**src/rtl/ahb_mem_arbiter.sv**
```systemverilog
// Round-robin arbiter between instruction fetch (rq0) and load/store (rq1) in front of
// one AHB-Lite memory slave: one single-beat NONSEQ at a time, alignment screen, wait watchdog.
module ahb_mem_arbiter #(
  parameter int TIMEOUT = 16
) (
  input  logic        HCLK,
  input  logic        HRESET,
  input  logic        rq0_req,
  input  logic [31:0] rq0_addr,
  input  logic        rq0_write,
  input  logic [2:0]  rq0_size,
  input  logic [31:0] rq0_wdata,
  output logic        rq0_done,
  output logic [31:0] rq0_rdata,
  output logic        rq0_err,
  input  logic        rq1_req,
  input  logic [31:0] rq1_addr,
  input  logic        rq1_write,
  input  logic [2:0]  rq1_size,
  input  logic [31:0] rq1_wdata,
  output logic        rq1_done,
  output logic [31:0] rq1_rdata,
  output logic        rq1_err,
  output logic        HSEL,
  output logic [31:0] HADDR,
  output logic [1:0]  HTRANS,
  output logic        HWRITE,
  output logic [2:0]  HSIZE,
  output logic [31:0] HWDATA,
  input  logic [31:0] HRDATA,
  input  logic        HREADY,
  input  logic [1:0]  HRESP
);
  localparam int CW = $clog2(TIMEOUT + 1);

  typedef enum logic [1:0] {ST_IDLE, ST_ADDR, ST_DATA, ST_ERR} state_t;

  state_t        r_state;
  logic          r_last_grant;
  logic          r_winner;
  logic [31:0]   r_addr;
  logic          r_write;
  logic [2:0]    r_size;
  logic [31:0]   r_wdata;
  logic [CW-1:0] r_wait_cnt;
  logic [1:0]    r_done;
  logic [1:0]    r_err;
  logic [31:0]   r_rdata [2];

  logic [1:0]    w_req;
  logic [1:0]    w_elig;
  logic          w_pick;
  logic [31:0]   w_sel_addr;
  logic          w_sel_write;
  logic [2:0]    w_sel_size;
  logic [31:0]   w_sel_wdata;
  logic          w_misaligned;
  logic          w_wait_hit;

  // A requester whose done is showing this cycle is not eligible, which lets the
  // other side win first when both keep requesting.
  assign w_req = {rq1_req, rq0_req};
  for (genvar gi = 0; gi < 2; gi++) begin : g_elig
    assign w_elig[gi] = w_req[gi] & ~r_done[gi];
  end

  assign w_pick      = (&w_elig) ? ~r_last_grant : w_elig[1];
  assign w_sel_addr  = w_pick ? rq1_addr  : rq0_addr;
  assign w_sel_write = w_pick ? rq1_write : rq0_write;
  assign w_sel_size  = w_pick ? rq1_size  : rq0_size;
  assign w_sel_wdata = w_pick ? rq1_wdata : rq0_wdata;

  assign w_misaligned = (w_sel_size > 3'd2) ||
                        ((w_sel_size == 3'd1) && w_sel_addr[0]) ||
                        ((w_sel_size == 3'd2) && (w_sel_addr[1:0] != 2'b00));

  // Fires on the HREADY-low cycle that would bring the count up to TIMEOUT.
  assign w_wait_hit = !HREADY && (r_wait_cnt == CW'(TIMEOUT - 1));

  always_ff @(posedge HCLK) begin
    if (HRESET) begin
      r_state      <= ST_IDLE;
      r_last_grant <= 1'b1;
      r_winner     <= 1'b0;
      r_addr       <= '0;
      r_write      <= 1'b0;
      r_size       <= '0;
      r_wdata      <= '0;
      r_wait_cnt   <= '0;
      r_done       <= '0;
      r_err        <= '0;
      r_rdata[0]   <= '0;
      r_rdata[1]   <= '0;
    end else begin
      r_done     <= '0;
      r_err      <= '0;
      r_rdata[0] <= '0;
      r_rdata[1] <= '0;
      case (r_state)
        ST_IDLE: begin
          if (|w_elig) begin
            r_winner     <= w_pick;
            r_last_grant <= w_pick;
            r_addr       <= w_sel_addr;
            r_write      <= w_sel_write;
            r_size       <= w_sel_size;
            r_wdata      <= w_sel_wdata;
            r_wait_cnt   <= '0;
            r_state      <= w_misaligned ? ST_ERR : ST_ADDR;
          end
        end
        ST_ADDR: begin
          if (HREADY) begin
            r_state    <= ST_DATA;
            r_wait_cnt <= '0;
          end else if (w_wait_hit) begin
            r_state          <= ST_IDLE;
            r_wait_cnt       <= '0;
            r_done[r_winner] <= 1'b1;
            r_err[r_winner]  <= 1'b1;
          end else begin
            r_wait_cnt <= r_wait_cnt + CW'(1);
          end
        end
        ST_DATA: begin
          if (HREADY) begin
            r_state            <= ST_IDLE;
            r_done[r_winner]   <= 1'b1;
            r_err[r_winner]    <= (HRESP != 2'b00);
            r_rdata[r_winner]  <= r_write ? 32'h0 : HRDATA;
          end else if (w_wait_hit) begin
            r_state          <= ST_IDLE;
            r_wait_cnt       <= '0;
            r_done[r_winner] <= 1'b1;
            r_err[r_winner]  <= 1'b1;
          end else begin
            r_wait_cnt <= r_wait_cnt + CW'(1);
          end
        end
        ST_ERR: begin
          r_state          <= ST_IDLE;
          r_done[r_winner] <= 1'b1;
          r_err[r_winner]  <= 1'b1;
        end
        default: r_state <= ST_IDLE;
      endcase
    end
  end

  assign HSEL   = (r_state == ST_ADDR);
  assign HTRANS = (r_state == ST_ADDR) ? 2'b10 : 2'b00;
  assign HADDR  = r_addr;
  assign HWRITE = r_write;
  assign HSIZE  = r_size;
  assign HWDATA = r_wdata;

  assign rq0_done  = r_done[0];
  assign rq0_err   = r_err[0];
  assign rq0_rdata = r_rdata[0];
  assign rq1_done  = r_done[1];
  assign rq1_err   = r_err[1];
  assign rq1_rdata = r_rdata[1];
endmodule
```
**config.mk**
```make
export PLATFORM = sky130hd
export DESIGN_NAME = ahb_mem_arbiter
export DESIGN_NICKNAME = d
export VERILOG_FILES = /design/src/rtl/ahb_mem_arbiter.sv
export SDC_FILE = /design/constraint.sdc
export NUM_CORES = 1
export LEC_CHECK = 0
export CAP_MARGIN = 20
export CORE_MARGIN = 2
export CORE_UTILIZATION = 39
export DETAILED_ROUTE_END_ITERATION = 6
export PLACE_DENSITY = 0.85
export RECOVER_POWER = 25
export SKIP_LAST_GASP = 1
export SLEW_MARGIN = 10
export SYNTH_ARGS = -nofsm -noshare
export SYNTH_HDL_FRONTEND = slang
export SYNTH_SLANG_ARGS = --single-unit
```
**constraint.sdc**
```tcl
create_clock -name HCLK -period 2 [get_ports HCLK]
set_input_delay 0.3 -clock HCLK [delete_from_list [all_inputs] [get_ports HCLK]]
set_output_delay 0.3 -clock HCLK [all_outputs]
set_load 0.02 [all_outputs]
```
==> metrics.csv, run 1 <==
metric,value,unit
outcome,"complete, no violations",
ys_ff_latch,145,
grt_pass1_vias,5537,
fmax,556,MHz
start_util,40.1,%
antenna_left,0,
overflow,0,
die_width,124,um
min_to,r_wait_cnt[2],
powerDensity,1220,nW/um^2
setup_tns,0,ps
max-vdd-ir-drop,0.000626,V
slew_headroom,58.5,%
fin_crit,1800,ps
pin_count,314,
fin_crit_sh,89.9,%
synth.cell_area,5610,um^2
cts_htree_levels,4,
yosysSeqAreaShare,51.7,%
use_met3,9.80,%
gr-usage-met2,43.0,%
drc,0,
pwr-share-clk,28.7,%
cp_max_fo,6,
final_cells,1146,
grt_max_degree,62,
reg2reg_to,HWDATA[19],
synthTopCellsByArea,"dfxtp_1 52%, nand2_1 9.4%, nor2_1 9.2%",
crit_type,reg -> out,
leakage,3.88,nW
synth_edf_count,0,
area_growth_syn_to_layout,70.8,%
required,1700,ps
wl_per_cell,16.6,um
end_kind,primary output,
vias,5678,
met1_usage,25.5,%
maxSlewViolCount,0,
drv_cap,0,
ys.flop_type,dfxtp_1,
cts.reportedPaths.clkPinSlew,60,ps
fillerInstances,1085,
power,0.0117,W
finalWirelength,19.0,mm
grt_pass1_wl,28.3,mm
crit_arrival,1500,ps
syn_nets,836,
nets,1135,
cts_max_path_buffers,2,
start_kind,flip-flop,
reg2reg_depth,8,
synth.top_cell.area_share,51.7,%
holdCritPathClass,in -> reg,
core_area,14000,um^2
synth_cell_types,39,
die_area,15400,um^2
fin_skew,5.67,ps
cts_setup_buffers,0,
gr-usage-all-layers,24.2,%
portBuffers,312,
min_from,HRESET,
drt_iter0_markers,285,
drive_gt1_share,6.94,%
clk-insertion-delay-late,410,ps
die_h,124,um
finalWeightedCongestion,0.833,
antenna_found_initial,0,
switchingPower,0.00403,W
synth_warnings,0,
rr_startpoint,r_state[0],
num_rows,43,
drt_first_pass_iters,4,
comb_power_share,39.3,%
busiest_layer,met2,
yosys.area.top_type,dfxtp_1,
avgViaCountPerCell,4.95,
crit_path_start,r_state[1],
diodes,0,
tritoncts,yes,
root_buffer,clkbuf_16,
postSynth.asyncResetShare,0,%
worst_pin_slew,622,ps
seqPwrFrac,32.0,%
dpl.hpwl,14.1,mm
holdPathStages,2,
avgSynthCellArea,8.58,um^2
setup_viol,0,
numCtsBuffers,17,
p_sw_share,34.5,%
finalHoldViolations,0,
r2r_slack,210,ps
p_int,0.00766,W
dpl.cell_count,1114,
syn_inst,654,
clock-sinks,145,
grt_setup_unrepaired,no,
-- worst max-delay path, stage by stage (launching register included) --
cell           delay (ps)
dfxtp_1               340
inv_1                 120
ha_1                  270
dlygate4sd2_1         360
-- cell type report --
class | instances | area, um^2 | share of cell area (%)
Timing Repair Buffer | 332 | 3370 | 35.2
Clock inverter | 13 | 176 | 1.84
Multi-Input combinational cell | 448 | 2420 | 25.2
Tap cell | 180 | 225 | 2.35
Clock buffer | 19 | 453 | 4.73
Inverter | 9 | 33.8 | 0.353
Sequential cell | 145 | 2900 | 30.3
-- cell usage after synthesis (2+ instances only) --
master,instances
o21ai_0,6
ha_1,7
dfxtp_1,145
nor3_1,5
a311oi_1,58
nor2b_1,2
inv_1,9
or3_1,2
a21oi_1,9
nand3b_1,2
nand3_1,6
a31oi_1,2
nand2_1,140
nor2_1,138
a211oi_1,4
clkbuf_1,21
o211ai_1,3
nand2b_1,37
buf_6,2
a311oi_2,10
buf_2,23
buf_4,6
-- through the flow --
step / instance area [um^2] / setup WS [ps] / hold slack, ps / util [%]
after detailed placement: 8960 / 32.3 / 434 / 64.1
after global placement: 8960 / 136 / 432 / 64.1
after floorplan: 5610 / 400 / 423 / -
after CTS: 9590 / 183 / 145 / 68.6
final: 9580 / 202 / 162 / 68.5
after global routing: 9580 / 69.4 / 162 / 68.5
-- how the worst max path moves through the flow --
stage / endpoint / slack, ps
2_1_floorplan: r_wait_cnt[3] / 400
3_3_place_gp: HWDATA[19] / 140
3_5_place_dp: HWDATA[19] / 30
4_1_cts: HTRANS[1] / 180
5_1_grt: r_rdata[0][0] / 70
6_report: HTRANS[1] / 200
-- registers in the layout, indices dropped and copies added (netlist names) --
signal,flops
r_rdata,64
r_err,2
HWRITE,1
r_done,2
r_state,2
HADDR,32
HWDATA,32
HSIZE,3
r_wait_cnt,5
r_winner,1
r_last_grant,1
-- timing repair --
action,in CTS,in global routing
gates resized for setup,2,0
endpoints found under the hold margin,0,0
setup endpoints to repair,2,0
hold buffers,0,0
-- layout by cell type, fill, tap and decap left out, types with 4 or more instances in the layout --
cell / count
nor3_1: 5
o21ai_0: 6
buf_4: 10
inv_1: 9
buf_12: 9
clkbuf_16: 17
nand2_1: 140
nand2b_1: 37
dlygate4sd3_1: 52
a311oi_2: 10
dfxtp_1: 145
clkdlybuf4s50_1: 257
nor2_1: 138
a311oi_1: 58
a211oi_1: 4
ha_1: 7
a21oi_1: 9
nand3_1: 6
-- logic make-up (layout without fill, tap and decap cells) --
group | count (synthesis) | after routing | share of synthesized area, %
AND/OR/NAND/NOR | 338 | 338 | 25.4
AO/OA/AOI/OAI | 102 | 102 | 16.0
adder cells (fa/ha/maj) | 7 | 7 | 1.56
other | 1 | 1 | 0.0668
flip-flops | 145 | 145 | 51.7
buffers and inverters | 61 | 373 | 5.26
-- layer usage --
layer	vias up	share of wire (%)
li1	2804	-
met1	2610	36
met2	230	51
met3	34	10
met4	0	2.6
met5	-	0
-- power by group through the flow --
stage	Combinational [W]	Sequential [W]	Clock, W
after floorplan	0.00190	0.00442	0
after global placement	0.00458	0.00379	0
after detailed placement	0.00464	0.00381	0
after CTS	0.00466	0.00376	0.00340
after global routing	0.00498	0.00382	0.00353
final	0.00459	0.00375	0.00335
Power figures use the tool's default switching activity.
==> run 2: changes to the inputs <==
--- a/config.mk
+++ b/config.mk
@@ -6,9 +6,12 @@
 export NUM_CORES = 1
 export LEC_CHECK = 0
 export CAP_MARGIN = 20
+export CELL_PAD_IN_SITES_DETAIL_PLACEMENT = 0
+export CELL_PAD_IN_SITES_GLOBAL_PLACEMENT = 1
 export CORE_MARGIN = 2
-export CORE_UTILIZATION = 39
+export CORE_UTILIZATION = 27
 export DETAILED_ROUTE_END_ITERATION = 6
+export MAX_ROUTING_LAYER = met4
 export PLACE_DENSITY = 0.85
 export RECOVER_POWER = 25
 export SKIP_LAST_GASP = 1
==> constraint.sdc (replaced) <==
create_clock -name HCLK -period 2 [get_ports HCLK]
set_input_delay 0.3 -clock HCLK [delete_from_list [all_inputs] [get_ports HCLK]]
set_output_delay 0.3 -clock HCLK [all_outputs]
set_load 0.05 [all_outputs]
==> metrics.csv, run 2 (synthesized netlist as in run 1, its figures left out) <==
metric,value,unit
slew_headroom,49.3,%
overflow,0,
finalWeightedCongestion,0.780,
crit_arrival,1610,ps
start_util,27.6,%
critPathBufInv,1,
critPathTopFamily,buffers and inverters,
cts-hold-fix-buffers,0,
cts_max_path_buffers,2,
setup_viol,0,
fin_crit_sh,95.4,%
p_int,0.00761,W
layout_commonest_cell,clkdlybuf4s50_1,
drt_first_pass_iters,4,
end_kind,primary output,
stdcell_area,9770,um^2
drt_iter0_markers,196,
drc,0,
largest_register,r_rdata,
dpl.hpwl,14.2,mm
leakage,3.76,nW
cts_htree_levels,4,
powerDensity,1330,nW/um^2
diodes,0,
cts.reportedPaths.clkPinSlew,70,ps
clock-sinks,145,
grt_max_degree,39,
fmax,524,MHz
die_area,21900,um^2
final_cells,1249,
pin_count,314,
comb_power_share,46.2,%
start_kind,flip-flop,
num_rows,52,
finalHoldViolations,0,
crit_slowest_cell,clkdlybuf4s50_1,
largest_reg_flops,64,
switchingPower,0.00535,W
max-vdd-ir-drop,0.000585,V
grt_setup_unrepaired,no,
die_h,148,um
outcome,"complete, no violations",
portBuffers,312,
fin_crit,1910,ps
die_width,148,um
avgViaCountPerCell,4.52,
power,0.0130,W
core_area,20300,um^2
clk-insertion-delay-late,410,ps
antenna_left,0,
cp_max_fo,2,
area_growth_syn_to_layout,74.2,%
place_area,9200,um^2
grt_pass1_wl,29.0,mm
root_buffer,clkbuf_16,
worst_pin_slew,765,ps
finalWirelength,18.9,mm
vias,5643,
mostFrequentLayoutCells,"303 x clkdlybuf4s50_1, 145 x dfxtp_1, 140 x nand2_1",
dpl.cell_count,1217,
fin_skew,12.1,ps
slowest_delay,830,ps
p_sw_share,41.3,%
pwr-share-clk,24.9,%
holdCritPathClass,in -> reg,
maxSlewViolCount,0,
path_cells,clkdlybuf4s50_1,
nets,1149,
required,1700,ps
grt_pass1_vias,5497,
setup_tns,0,ps
drive_gt1_share,8.58,%
crit_type,reg -> out,
antenna_found_initial,0,
seqPwrFrac,28.9,%
numCtsBuffers,17,
gr-usage-all-layers,17.4,%
drv_cap,0,
wl_per_cell,15.2,um
tritoncts,yes,
[run 2: final timing paths]
kind	start	slack, ps	to	cells after the start
worst max-delay path	HWDATA[22]	90	HWDATA[22]	1
worst min-delay path	HRESET	120	r_state[0]	2
worst max register to register	r_state[0]	220	HWDATA[5]	8
worst min register to register	r_wait_cnt[4]	450	r_wait_cnt[4]	2
[run 2: metal layers]
layer | global-route usage (%) | routed length, um
met5 | - | 0
met4 | 5.86 | 401
met3 | 5.55 | 1530
met2 | 28.8 | 9080
met1 | 20.1 | 7920
[run 2: layout make-up]
cell class                 count  area [um^2]
clock buffer                  17          425
clock inverter                14          168
fill                        1970        10500
inverter                       9         33.8
multi-input combinational    448         2420
sequential                   145         2900
tap                          270          338
timing repair buffer         346         3490
[run 2: power by group through the flow]
stage / combinational (W) / sequential (W) / clock, W
4_1_cts: 0.00605 / 0.00376 / 0.00332
3_5_place_dp: 0.00604 / 0.00381 / 0
3_3_place_gp: 0.00600 / 0.00380 / 0
5_1_grt: 0.00641 / 0.00383 / 0.00345
2_1_floorplan: 0.00194 / 0.00559 / 0
6_report: 0.00599 / 0.00375 / 0.00323
[run 2: stage by stage]
step / hold WS, ps / setup slack [ps] / util (%)
floorplan: 423 / 155 / -
global placement: 441 / 103 / 45.3
detailed placement: 436 / 42.6 / 45.3
CTS: 95.2 / 55.1 / 48.2
global route: 95.2 / 7.32 / 48.2
finish: 118 / 92.1 / 48.2
[run 2: timing repair]
action	in CTS	in global routing
setup buffers	0	1
gates resized for setup	0	0
setup endpoints to repair	0	1
==> run 3: changes to the inputs <==
--- a/config.mk
+++ b/config.mk
@@ -8,8 +8,8 @@
 export CAP_MARGIN = 20
 export CELL_PAD_IN_SITES_DETAIL_PLACEMENT = 0
 export CELL_PAD_IN_SITES_GLOBAL_PLACEMENT = 1
-export CORE_MARGIN = 2
 export CORE_UTILIZATION = 27
+export CTS_CLUSTER_SIZE = 25
 export DETAILED_ROUTE_END_ITERATION = 6
 export MAX_ROUTING_LAYER = met4
 export PLACE_DENSITY = 0.85
==> constraint.sdc (replaced) <==
create_clock -name HCLK -period 2 [get_ports HCLK]
set_input_delay 0.4 -clock HCLK [delete_from_list [all_inputs] [get_ports HCLK]]
set_output_delay 0.4 -clock HCLK [all_outputs]
set_load 0.05 [all_outputs]
==> metrics.csv, run 3 (synthesized netlist as in run 1, its figures left out) <==
metric,value,unit
crit_type,reg -> out,
wl_met1,7.62,mm
worst_pin_slew,731,ps
r2r_slack,210,ps
path_cells,clkdlybuf4s50_1,
maxSlewViolCount,0,
tritoncts,yes,
leakage,3.72,nW
holdCritPathClass,in -> reg,
cts.reportedPaths.clkPinSlew,60,ps
drive_gt1_share,8.18,%
gr-usage-all-layers,17.9,%
drv_cap,0,
multi_input_area,2420,um^2
overflow,0,
layout_commonest_cell,clkdlybuf4s50_1,
critPathBufInv,1,
final_cells,1248,
fin_skew,9.46,ps
num_rows,52,
grt_max_degree,43,
crit_slowest_cell,clkdlybuf4s50_1,
drt_first_pass_iters,4,
final_util,46.6,%
mostFrequentLayoutCells,"243 x clkdlybuf4s50_1, 145 x dfxtp_1, 140 x nand2_1",
die_area,21400,um^2
portBuffers,312,
grt_setup_unrepaired,no,
fillerInstances,2022,
setup_viol,0,
start_kind,flip-flop,
grt_pass1_wl,28.9,mm
powerDensity,1310,nW/um^2
fmax,510,MHz
nets,1147,
avgViaCountPerCell,4.49,
slew_headroom,51.5,%
power,0.0124,W
fin_crit,1960,ps
critPathTopFamily,buffers and inverters,
end_kind,primary output,
crit_arrival,1560,ps
outcome,"complete, no violations",
root_buffer,clkbuf_16,
pre_cts_slack,-48.4,ps
finalHoldViolations,0,
seq_area,2900,um^2
vias,5606,
antenna_found_initial,0,
finalWeightedCongestion,0.807,
layout_setup_ws,37.7,ps
cts_htree_levels,4,
pin_count,314,
clk-insertion-delay-late,420,ps
largest_register,r_rdata,
clock-sinks,145,
whs,232,ps
die_width,146,um
diodes,0,
cts_max_path_buffers,2,
dpl.cell_count,1216,
finalWirelength,18.3,mm
start_util,27.6,%
drt_iter0_markers,196,
largest_reg_flops,64,
area_growth_syn_to_layout,68.7,%
antenna_left,0,
drc,0,
required,1600,ps
cp_max_fo,2,
fin_crit_sh,98.1,%
core_area,20300,um^2
numCtsBuffers,17,
slowest_delay,820,ps
wl_per_cell,14.7,um
grt_pass1_vias,5417,
die_h,146,um
wl_met2,8.85,mm
max-vdd-ir-drop,0.000594,V
dr.max_layer_used,met4,
met3_length,1.46,mm
dpl.hpwl,13.7,mm
## run 3: cell count changes in the layout (fill, tap and decap cells not counted), moves of 2 or more
cell / before / now
buf_12: 12 / 14
buf_4: 22 / 18
clkbuf_1: 5 / 53
clkdlybuf4s50_1: 303 / 243
dlygate4sd2_1: 0 / 12
dlymetal6s2s_1: 0 / 3
## run 3: repair_timing
action | 4_1_cts | 5_1_grt
setup endpoints to repair | 12 | 43
resized for setup | 12 | 43
hold buffers | 0 | 0
pin swaps | 0 | 0
buffers inserted | 0 | 0
## run 3: final cells by class
| cell class | instances | area share [%] |
|---|---|---|
| Clock buffer | 18 | 4.53 |
| Sequential cell | 145 | 30.7 |
| Multi-Input combinational cell | 448 | 25.5 |
| Timing Repair Buffer | 344 | 33.8 |
| Clock inverter | 14 | 1.52 |
| Inverter | 9 | 0.357 |
| Tap cell | 270 | 3.57 |
## run 3: worst reg2reg max path, delay by kind of cell (launching register included)
kind | cells | cell delay [ps]
compound gates | 2 | 420
simple gates | 1 | 50
buf+inv | 4 | 630
fa+ha+maj | 1 | 250
flops | 1 | 340
## run 3: metrics by stage
| stage | setup TNS [ps] | cell area, um^2 |
|---|---|---|
| 2_1_floorplan | 0 | 5610 |
| 3_3_place_gp | 0 | 9240 |
| 3_5_place_dp | -256 | 9240 |
| 4_1_cts | 0 | 9790 |
| 5_1_grt | 0 | 9470 |
| 6_report | 0 | 9470 |
## run 3: worst paths after layout
| kind | from | end | cells past startpoint |
|---|---|---|---|
| worst min register to register | r_wait_cnt[4] | r_wait_cnt[4] | 2 |
| worst max register to register | r_state[1] | HADDR[26] | 8 |
| worst max-delay path | HADDR[2] | HADDR[2] | 1 |
| worst min-delay path | HRESET | r_winner | 2 |
## run 3: where the power goes
| part | leakage (nW) | internal [W] | switching (W) | total, W |
|---|---|---|---|---|
| Clock | 0.269 | 0.00175 | 0.00136 | 0.00311 |
| Combinational | 2.26 | 0.00189 | 0.00364 | 0.00553 |
| Sequential | 1.19 | 0.00345 | 0.000310 | 0.00376 |
| Total | 3.72 | 0.00709 | 0.00531 | 0.0124 |
## run 3: per-layer routing
layer	track usage, %	vias to the layer above
met2	29.0	252
met1	20.9	2506
met3	5.25	21
met5	-	-
met4	6.61	0
li1	-	2827
